===== src/rtl/dram_be.sv =====
// dram_be: dual-port RAM (port 0 read, port 1 byte-enabled read/write) with clear-after-reset sequencer
module dram_be #(
   parameter int SZ = 2,
   parameter int DW = 32,
   parameter int RDREG = 0,
   parameter int CLRONRST = 1,
   parameter logic [DW-1:0] CLRVAL = '0
) (
   input  logic                   clk_i,
   input  logic                   rst_i,
   output logic                   rdy_o,
   input  logic                   we1_i,
   input  logic [DW/8-1:0]        sel1_i,
   input  logic [$clog2(SZ)-1:0]  addr0_i,
   input  logic [$clog2(SZ)-1:0]  addr1_i,
   input  logic [DW-1:0]          i1,
   output logic [DW-1:0]          o0,
   output logic [DW-1:0]          o1
);
   localparam int AW = $clog2(SZ);
   localparam int NB = DW / 8;
   localparam logic [AW-1:0] LAST = AW'(SZ - 1);
   typedef enum logic {CLR, RUN} st_t;
   st_t st_q;
   logic [AW-1:0] cnt_q;
   logic rdy_q;
   logic [DW-1:0] u [SZ];
   logic in0, in1, wen;
   logic [DW-1:0] rd0, rd1, wd;
`ifdef SIMULATION
   initial for (int i = 0; i < SZ; i++) u[i] = '0;
`endif
   assign in0 = 32'(addr0_i) < SZ;
   assign in1 = 32'(addr1_i) < SZ;
   assign rd0 = in0 ? u[addr0_i] : '0;
   assign rd1 = in1 ? u[addr1_i] : '0;
   assign wen = st_q == RUN && !rst_i && we1_i && in1;
   assign rdy_o = rdy_q;
   // Merged write word: enabled lanes from i1, remaining lanes keep the stored word
   genvar k;
   for (k = 0; k < NB; k++) begin : g_ln
      assign wd[8*k +: 8] = sel1_i[k] ? i1[8*k +: 8] : rd1[8*k +: 8];
   end
   // Clear sequencer: walk cnt over every word after reset, then raise ready
   always_ff @(posedge clk_i)
      if (rst_i) begin
         st_q <= (CLRONRST != 0) ? CLR : RUN;
         cnt_q <= '0;
         rdy_q <= 1'b0;
      end else if (st_q == CLR) begin
         cnt_q <= cnt_q + 1'b1;
         if (cnt_q == LAST) begin
            st_q <= RUN;
            rdy_q <= 1'b1;
         end
      end else
         rdy_q <= 1'b1;
   // Array update: fill with CLRVAL while clearing, byte-merged port-1 write once running
   always_ff @(posedge clk_i)
      if (!rst_i && st_q == CLR) u[cnt_q] <= CLRVAL;
      else if (wen) u[addr1_i] <= wd;
   if (RDREG != 0) begin : g_reg
      logic [DW-1:0] o0_q, o1_q;
      // Registered reads; a same-edge write is forwarded as the merged word
      always_ff @(posedge clk_i)
         if (rst_i) begin
            o0_q <= '0;
            o1_q <= '0;
         end else begin
            o0_q <= (wen && addr0_i == addr1_i) ? wd : rd0;
            o1_q <= wen ? wd : rd1;
         end
      assign o0 = o0_q;
      assign o1 = o1_q;
   end else begin : g_comb
      assign o0 = rd0;
      assign o1 = rd1;
   end
endmodule


===== config.mk =====
export PLATFORM = sky130hd
export DESIGN_NAME = dram_be
export DESIGN_NICKNAME = d
export VERILOG_FILES = /design/src/rtl/dram_be.sv
export SDC_FILE = /design/constraint.sdc
export NUM_CORES = 1
export LEC_CHECK = 0
export ABC_AREA = 1
export CAP_MARGIN = 20
export CORE_ASPECT_RATIO = 1.5
export CORE_UTILIZATION = 47
export DETAILED_ROUTE_END_ITERATION = 8
export GPL_ROUTABILITY_DRIVEN = 0
export HOLD_SLACK_MARGIN = 0.1
export PLACE_DENSITY_LB_ADDON = 0.15
export SETUP_SLACK_MARGIN = 0.5
export SLEW_MARGIN = 10
export SYNTH_ARGS = -nofsm -noshare
export SYNTH_HDL_FRONTEND = slang
export SYNTH_SLANG_ARGS = --single-unit

===== constraint.sdc =====
create_clock -name clk_i -period 3.55 [get_ports clk_i]
set_input_delay 0.71 -clock clk_i [delete_from_list [all_inputs] [get_ports clk_i]]
set_output_delay 0.71 -clock clk_i [all_outputs]
set_load 0.01 [all_outputs]

; ---- Word-level counts from Yosys, hierarchy flattened
; Memories as Yosys holds them, arrays and structs flattened.
; Index checks and enable logic that the tools add are counted.
[totals]
reg_bits = 3
inputBits = 41
romBits = 0
ramBits = 64
latchBits = 0
mem_count = 1
[classes]
mul = 0
reduce_logical = 6
bitwise = 1
n_mux = 16
eq_ne = 0
div_mod_pow = 0
n_addsub = 1
n_shift = 0
order_cmp = 0
[mem_list]
columns = memory, depth, word_bits, rd, rd_clocked_by_memory_dff, wr, line
row1 = u, 2, 32, 2, 0, 1, 27  ; logic [DW-1:0] u [SZ];
[ops]
columns = cell, count
row1 = 32-bit two-way mux, 1
row2 = 8-bit two-way mux, 4
row3 = 32-bit OR reduction, 1
row4 = 1-bit two-way mux, 11
row5 = 1-bit logical AND, 3
row6 = 2-bit nonzero test, 1
row7 = "1-bit adder, second input constant", 1
row8 = 1-bit logical NOT, 1
row9 = 1-bit NOT, 1

; ---- Longest topological paths before layout
; Gate-level depths: netlist of the first run.
[logic_depth]
ltp_word = 8
depth_mapped = 6
ltp_nobuf = 5

; ---- Worst setup path before layout of the first run
; OpenSTA, ideal clock, no wires.
[synth_path]
kind = input -> register
from = input port addr1_i
to = memory u[0][0], enable pin
setup_time_ps = 422
t_required_ps = 3128
stages = 5
slack_ps = 652
path_buffers = 2
arrival_time_ps = 2477
path_cell_list = buf_6 buf_8 nand4_1 nand2_1 nor2_1
[synth_between]
elab_chain_cells = 1
[synth_rtl]
columns = element, line
row1 = from (decl), 15  ; input logic [$clog2(SZ)-1:0] addr1_i,
row2 = 1-bit two-way mux (no source line), --
row3 = to (decl), 27
; Every way passes these cells.

; ---- Worst setup path in the final report of the first run
[layout_path]
from = input port addr1_i
to = output port o1[24]
[layout_between]
elab_chain_cells = 1
[layout_rtl]
columns = element, line
row1 = memory 2 x 32 bit, --
row2 = to (decl), 18  ; output logic [DW-1:0] o1
; Every way passes these cells.

==> impl_metrics.py, run 1 <==
metrics = {
    "sta": {
        "fin_tns_setup_ns": 0,
        "slew_headroom_pct": 56.9,
        "post-route-period-util_pct": 80.0,
        "clock_skew_ns": 0.00652,
        "fmax_mhz": 352,
        "hold_viol": 0,
        "slew_viol_final": 0,
        "rsz0062_at_grt": "no",
        "holdWs_ns": 0.484,
        "worst_pin_slew_ns": 0.640,
        "setup_viol": 0,
        "period_minus_slack_ns": 2.84,
    },
    "cts": {
        "cts_tree": "done",
        "cts_buffers": 9,
        "clk_pin_slew_worst_paths_ns": 0.06,
        "clk_latency_ns": 0.33,
        "htree_levels": 3,
        "cts.sinks": 67,
        "cts_max_path_buffers": 2,
        "cts_root_buf": "clkbuf_8",
    },
    "placed_design": {
        "port_buffers": 105,
        "hpwl_um": 6000,
    },
    "detailed_routing": {
        "postRouteAntennaNets": 0,
        "drt-total-wl_um": 8410,
        "drt_iter0_drc": 138,
        "viasPerCell": 4.99,
        "drc": 1,
        "vias": 2880,
        "drt_first_pass_iters": 7,
        "wl_per_cell_um": 14.6,
    },
    "synthesis": {
        "syn_nets": 412,
        "ys_types": 18,
        "ys_ff_latch": 67,
        "netlist_area_sq_um": 3470,
        "synth_warnings": 0,
        "post_synth_inst_count": 371,
        "avgSynthCellArea_sq_um": 9.35,
        "ys_seq_area_share_pct": 57.2,
    },
    "floorplan": {
        "coreArea_sq_um": 7180,
        "rows": 38,
        "dieHeight_um": 107,
        "die_width_um": 72.1,
        "start_util_pct": 48.3,
        "die-area_sq_um": 7730,
        "num_io_pins": 106,
    },
    "flow_run": {
        "cap_violations": 0,
    },
    "critical_path": {
        "cp_num_buf_inv": 3,
        "crit_required_ns": 2.84,
        "slowest_delay_ns": 0.57,
        "crit_path_cell_trace": "clkbuf_4 -> buf_4 -> nand2_1 -> o21ai_2 -> clkdlybuf4s50_1",
        "cp-end-kind": "output port",
        "crit_arrival_ns": 2.13,
        "cp_slowest_cell": "clkdlybuf4s50_1",
        "start_kind": "primary input",
        "path_max_fanout": 27,
        "cpLargestDelayFamily": "buffers and inverters",
        "worstSetupPathType": "primary input to output port",
    },
    "pwr": {
        "finalPower_mw": 1.89,
        "leakage_nw": 1.81,
        "vdd_drop_max_uv": 249,
        "power_density_nw_per_um2": 398,
    },
    "outcome": {
        "violations": "design-rule violations",
        "status": "complete, but fails checks",
    },
    "grt": {
        "grt_max_degree": 33,
        "antenna_found_initial": 0,
        "globalRouteOverflowTotal": 0,
        "grt_pass1_wl_um": 13600,
        "grt_util_all_layers_pct": 23.3,
        "grt_pass1_vias": 2875,
    },
    "cells_and_area": {
        "drive_gt1_share_pct": 12.4,
        "fin_nets": 514,
        "area_growth_pct": 36.8,
        "fill_cells": 613,
        "antenna_cells": 0,
    },
    "min_path": {
        "min_path_type": "flop to flop",
    },
}
[registers in the layout (all words and copies together) (netlist names)]
register  cells
u            64
cnt_q         1
rdy_o         1
st_q          1
[what timing repair did]
| action | 4_1_cts | 5_1_grt |
|---|---|---|
| setup buffers | 0 | 0 |
| endpoints found under the setup margin | 0 | 19 |
| hold buffers | 0 | 0 |
| gates resized for setup | 0 | 1 |
[cell usage after synthesis]
cell type	instances	area share, %
buf_2	3	0.43
edfxtp_1	64	55
buf_6	7	2.3
nand4_1	1	0.18
nand3_1	1	0.14
nand2_2	2	0.36
nand2_1	69	7.5
o21ai_0	35	5.1
nor2_1	70	7.6
clkbuf_1	7	0.76
buf_8	2	0.87
a21oi_1	1	0.14
o21ai_2	33	8.3
o21ai_1	29	4.2
inv_1	41	4.4
dfxtp_1	3	1.7
nor2_4	1	0.32
clkbuf_2	2	0.29
[final timing paths]
check	start	endpoint	slack, ns	cells after the start
max	addr1_i	o1[24]	0.71	5
min	rdy_o$_SDFFE_PP0P_	rdy_o$_SDFFE_PP0P_	0.48	2
max reg2reg	st_q$_SDFF_PP0_	u[1][14]$_DFFE_PP_	1.83	4
min reg2reg	rdy_o$_SDFFE_PP0P_	rdy_o$_SDFFE_PP0P_	0.48	2
[where the power goes]
part | internal [mW] | switching (mW)
Combinational | 0.206 | 0.220
Sequential | 0.928 | 0.0219
Clock | 0.244 | 0.266
[layout make-up]
cell class	instances	area, sq um	share of cell area (%)
Clock buffer	11	131	2.77
Clock inverter	4	18.8	0.396
Inverter	41	154	3.24
Multi-Input combinational cell	242	1190	25.0
Sequential cell	67	1980	41.8
Tap cell	100	125	2.64
Timing Repair Buffer	112	1150	24.2
[cell usage in the layout (no fill, tap or decap), drive strengths merged]
| master | count |
|---|---|
| buf | 8 |
| nand4 | 1 |
| nor2 | 71 |
| nand2 | 71 |
| dfxtp | 3 |
| clkinv | 4 |
| a21oi | 1 |
| nand3 | 1 |
| clkdlybuf4s50 | 103 |
| clkbuf | 12 |
| o21ai | 97 |
| edfxtp | 64 |
| inv | 41 |
[worst min-delay path: stages (launching register included)]
cell and delay (ns):
dfxtp_1 0.34, nor2_1 0.05, nor2_1 0.07
[cells by family after synthesis]
group / share of synthesized area [%]
flops: 57.2
compound gates: 17.7
buf+inv: 9.06
simple gates: 16.1
[routing by layer]
metal | vias to the layer above | GRT usage [%] | part of all wire (%)
li1 | 1439 | - | -
met2 | 98 | 42.1 | 55
met5 | - | 0 | 0
met3 | 15 | 2.54 | 4.0
met1 | 1328 | 27.2 | 39
met4 | 0 | 10.2 | 2.3
[stage by stage]
step / util, % / cells / cell area, sq um / setup WS, ns
after detailed placement: 63.9 / 562 / 4590 / 0.525
after CTS: 66.0 / 577 / 4740 / 0.520
after global placement: 63.9 / 562 / 4590 / 0.565
final: 66.1 / 577 / 4740 / 0.711
after global routing: 66.1 / 577 / 4740 / 0.620
after floorplan: - / 371 / 3470 / 0.652
Power figures use the tool's default switching activity.
==> run 2, diff against run 1 <==
clock period = 2.85 ns   (was 3.55 ns; I/O delays follow)
==> impl_metrics.py, run 2 (same netlist as run 1, synthesis figures left out) <==
metrics = {
    "outcome": {
        "status": "finished, final reports clean",
    },
    "detailed_routing": {
        "top_layer": "met4",
        "drt-total-wl_um": 8370,
        "drt_first_pass_iters": 4,
        "viasPerCell": 4.96,
        "route.met3.wl_um": 275,
        "wl_per_cell_um": 14.4,
        "postRouteAntennaNets": 0,
        "drt_iter0_drc": 108,
        "wl_met1_um": 3270,
        "route.met2.wl_um": 4540,
        "vias": 2885,
        "drc": 0,
    },
    "cells_and_area": {
        "antenna_cells": 0,
        "layout_common_cells": "clkdlybuf4s50_1, nand2_1, nor2_1, edfxtp_1, inv_1",
        "largest_register_ffs": 64,
        "fill_cells": 583,
        "fin_nets": 518,
        "fin_cells": 582,
        "area_growth_pct": 39.4,
        "drive_gt1_share_pct": 13.7,
        "top_register": "u",
        "final_common_cell": "clkdlybuf4s50_1",
    },
    "cts": {
        "cts_max_path_buffers": 2,
        "hold_buffers": 0,
        "htree_levels": 3,
        "cts_tree": "done",
        "cts.sinks": 67,
        "cts_buffers": 9,
        "clk_latency_ns": 0.34,
        "cts_root_buf": "clkbuf_8",
        "clk_pin_slew_worst_paths_ns": 0.06,
    },
    "critical_path": {
        "crit_path_cell_trace": "buf_2 -> buf_12 -> o21ai_0 -> clkdlybuf4s50_1",
        "worstSetupPathType": "primary input to output port",
        "path_max_fanout": 32,
        "slowest_delay_ns": 0.60,
        "start_kind": "primary input",
        "cpLargestDelayFamily": "buffers and inverters",
        "crit_required_ns": 2.28,
        "cp_num_buf_inv": 3,
        "cp_slowest_cell": "clkdlybuf4s50_1",
        "cp-end-kind": "output port",
        "crit_arrival_ns": 1.79,
    },
    "min_path": {
        "min_path_type": "flop to flop",
    },
    "placed_design": {
        "dp.cells": 565,
        "hpwl_um": 5690,
        "port_buffers": 105,
    },
    "floorplan": {
        "num_io_pins": 106,
        "start_util_pct": 48.3,
        "rows": 38,
        "coreArea_sq_um": 7180,
        "die-area_sq_um": 7730,
        "die_width_um": 72.1,
        "dieHeight_um": 107,
    },
    "sta": {
        "rsz0062_at_grt": "yes",
        "hold_viol": 0,
        "post-route-period-util_pct": 83.0,
        "slew_headroom_pct": 60.7,
        "slew_viol_final": 0,
        "period_minus_slack_ns": 2.36,
        "fin_tns_setup_ns": 0,
        "setup_viol": 0,
        "fmax_mhz": 423,
        "worst_pin_slew_ns": 0.584,
        "clock_skew_ns": 0.00646,
    },
    "grt": {
        "grt_pass1_wl_um": 12900,
        "grt_pass1_vias": 2756,
        "globalRouteOverflowTotal": 0,
        "grt_max_degree": 65,
        "antenna_found_initial": 0,
        "grt_util_all_layers_pct": 22.0,
    },
    "pwr": {
        "leakage_nw": 1.85,
        "vdd_drop_max_uv": 403,
        "power_density_nw_per_um2": 531,
    },
    "flow_run": {
        "cap_violations": 0,
    },
}
==> run 2: routing by layer <==
layer / track usage [%] / vias up
li1: - / 1446
met1: 26.0 / 1333
met2: 38.1 / 85
met3: 3.20 / 21
met4: 11.8 / 0
met5: 0 / -
==> run 2: area by class of cell <==
cell class / instances / area [sq um] / area share [%]
well taps: 100 / 125 / 2.59
inverters: 41 / 154 / 3.18
clock inverters: 7 / 92.6 / 1.92
multi-input cells: 242 / 1190 / 24.5
clock buffers: 9 / 124 / 2.56
repair buffers: 116 / 1170 / 24.2
flip-flops and latches: 67 / 1980 / 41.0
==> run 2: stage by stage <==
stage	power, mW	area [sq um]	util, %	worst slack, ns	hold slack, ns
global placement	1.72	4580	63.7	0.498	0.459
global route	2.66	4830	67.3	0.466	0.517
CTS	2.56	4800	66.8	0.506	0.492
finish	2.57	4830	67.3	0.485	0.488
detailed placement	1.73	4580	63.7	0.485	0.463
floorplan	1.46	3470	-	0.630	0.457
==> run 2: final timing paths <==
path / start / endpoint / slack (ns) / cells past startpoint
worst max-delay path: addr0_i / o0[9] / 0.49 / 4
worst min-delay path: rdy_o$_SDFFE_PP0P_ / rdy_o$_SDFFE_PP0P_ / 0.49 / 2
worst max register to register: st_q$_SDFF_PP0_ / u[1][0]$_DFFE_PP_ / 1.23 / 4
worst min register to register: rdy_o$_SDFFE_PP0P_ / rdy_o$_SDFFE_PP0P_ / 0.49 / 2
==> run 2: worst min-delay path, cell delays in order (launching register included) <==
cell,delay (ns)
dfxtp_1,0.33
nor2_1,0.05
nor2_1,0.07
==> run 2: power by group <==
part / switching, mW / leakage, nW / internal, mW
combinational: 0.275 / 1.10 / 0.259
sequential: 0.0261 / 0.642 / 1.16
clock: 0.362 / 0.103 / 0.489
==> run 2: timing repair <==
item / in CTS / in global routing
setup buffers: 0 / 0
cloned: 0 / 1
resized for setup: 1 / 5
pin swaps: 0 / 0
endpoints found under the setup margin: 7 / 15
==> run 3, diff against run 2 <==
clock period = 2.3 ns   (was 2.85 ns; I/O delays follow)
==> impl_metrics.py, run 3 (same netlist as run 1, synthesis figures left out) <==
metrics = {
    "cts": {
        "cts_root_buf": "clkbuf_8",
        "hold_buffers": 0,
        "cts_max_path_buffers": 2,
        "cts_tree": "done",
        "clk_latency_ns": 0.35,
        "htree_levels": 3,
        "cts.sinks": 67,
        "cts_buffers": 9,
        "clk_pin_slew_worst_paths_ns": 0.06,
    },
    "sta": {
        "slew_viol_final": 0,
        "fin_tns_setup_ns": 0,
        "fmax_mhz": 492,
        "holdWs_ns": 0.497,
        "slew_headroom_pct": 56.0,
        "hold_viol": 0,
        "worst_slack_ns": 0.269,
        "post-route-period-util_pct": 88.3,
        "setup_viol": 0,
        "clock_skew_ns": 0.00941,
        "period_minus_slack_ns": 2.03,
        "worst_pin_slew_ns": 0.653,
        "rsz0062_at_grt": "yes",
    },
    "detailed_routing": {
        "drc": 0,
        "postRouteAntennaNets": 0,
        "drt_first_pass_iters": 4,
        "wl_per_cell_um": 15.1,
        "drt-total-wl_um": 8890,
        "viasPerCell": 5.05,
        "vias": 2979,
        "drt_iter0_drc": 151,
    },
    "placed_design": {
        "post-place-ws_ns": 0.179,
        "hpwl_um": 5840,
        "port_buffers": 105,
        "dpl_cell_area_sq_um": 4670,
    },
    "grt": {
        "globalRouteOverflowTotal": 0,
        "grt_pass1_wl_um": 13700,
        "grt_util_all_layers_pct": 23.4,
        "antenna_found_initial": 0,
        "grt_max_degree": 37,
        "grt_pass1_vias": 2919,
    },
    "cells_and_area": {
        "finalInstanceArea_sq_um": 4960,
        "drive_gt1_share_pct": 16.1,
        "final_common_cell": "nand2_1",
        "antenna_cells": 0,
        "layout_common_cells": "nand2_1, nor2_1, edfxtp_1, dlymetal6s2s_1, inv_1",
        "top_register": "u",
        "fill_cells": 600,
        "largest_register_ffs": 64,
        "area_growth_pct": 43.2,
        "fin_nets": 526,
    },
    "outcome": {
        "status": "finished, final reports clean",
    },
    "min_path": {
        "holdPathStages": 2,
        "min_path_type": "flop to flop",
    },
    "pwr": {
        "leakage_nw": 2.40,
        "power_density_nw_per_um2": 590,
        "finalPower_mw": 2.93,
        "vdd_drop_max_uv": 400,
    },
    "critical_path": {
        "crit_arrival_ns": 1.57,
        "cp-end-kind": "output port",
        "ff2ff_path_depth": 4,
        "worstSetupPathType": "primary input to output port",
        "start_kind": "primary input",
        "cp_slowest_cell": "clkdlybuf4s50_1",
        "crit_required_ns": 1.84,
        "path_max_fanout": 18,
        "slowest_delay_ns": 0.56,
        "crit_path_cell_trace": "clkbuf_4 -> buf_12 -> o21ai_2 -> clkdlybuf4s50_1",
    },
    "floorplan": {
        "die_width_um": 72.1,
        "rows": 38,
        "dieHeight_um": 107,
        "num_io_pins": 106,
        "start_util_pct": 48.3,
        "coreArea_sq_um": 7180,
        "die-area_sq_um": 7730,
    },
    "flow_run": {
        "cap_violations": 0,
    },
}
[run 3: through the flow]
| stage | std cells | util [%] |
|---|---|---|
| 2_1_floorplan | 371 | - |
| 3_3_place_gp | 571 | 65.1 |
| 3_5_place_dp | 571 | 65.1 |
| 4_1_cts | 588 | 67.4 |
| 5_1_grt | 590 | 69.2 |
| 6_report | 590 | 69.2 |
[run 3: timing repair]
action                     CTS  global route
setup endpoints to repair   64            57
setup buffers                0             0
pin swaps                    0             0
hold endpoints to repair     0             0
gates resized for setup     25            72
gates cloned                 1             2
[run 3: path summary, 6_finish.rpt]
check	start	endpoint	slack [ns]
setup / recovery	addr1_i	o1[7]	0.27
hold reg to reg	cnt_q$_SDFFE_PP0N_	cnt_q$_SDFFE_PP0N_	0.50
hold / removal	cnt_q$_SDFFE_PP0N_	cnt_q$_SDFFE_PP0N_	0.50
setup reg to reg	st_q$_SDFF_PP0_	u[0][28]$_DFFE_PP_	0.70
[run 3: layer usage]
| metal | vias to the layer above | GRT usage [%] | share of wire [%] |
|---|---|---|---|
| met4 | 0 | 11.5 | 2.7 |
| met2 | 96 | 39.6 | 55 |
| li1 | 1465 | - | - |
| met5 | - | 0 | 0 |
| met3 | 21 | 4.32 | 4.3 |
| met1 | 1397 | 28.3 | 38 |
[run 3: final cells by class]
cell class	count	area, sq um	area share (%)
Multi-Input combinational cell	242	1190	23.9
Inverter	41	154	3.10
Sequential cell	67	1980	39.9
Tap cell	100	125	2.52
Timing Repair Buffer	124	1370	27.5
Clock buffer	12	135	2.72
Clock inverter	4	17.5	0.353
[run 3: power by group]
part	total (mW)	switching (mW)	internal, mW	leakage, nW
sequential	1.47	0.0336	1.43	0.642
combinational	0.657	0.348	0.309	1.68
clock	0.806	0.425	0.381	0.0792
total	2.93	0.807	2.12	2.40
[run 3: critical path, delay by kind of cell]
| family | cells | cell delay (ns) |
|---|---|---|
| AO/OA/AOI/OAI | 1 | 0.18 |
| buffers and inverters | 3 | 0.92 |
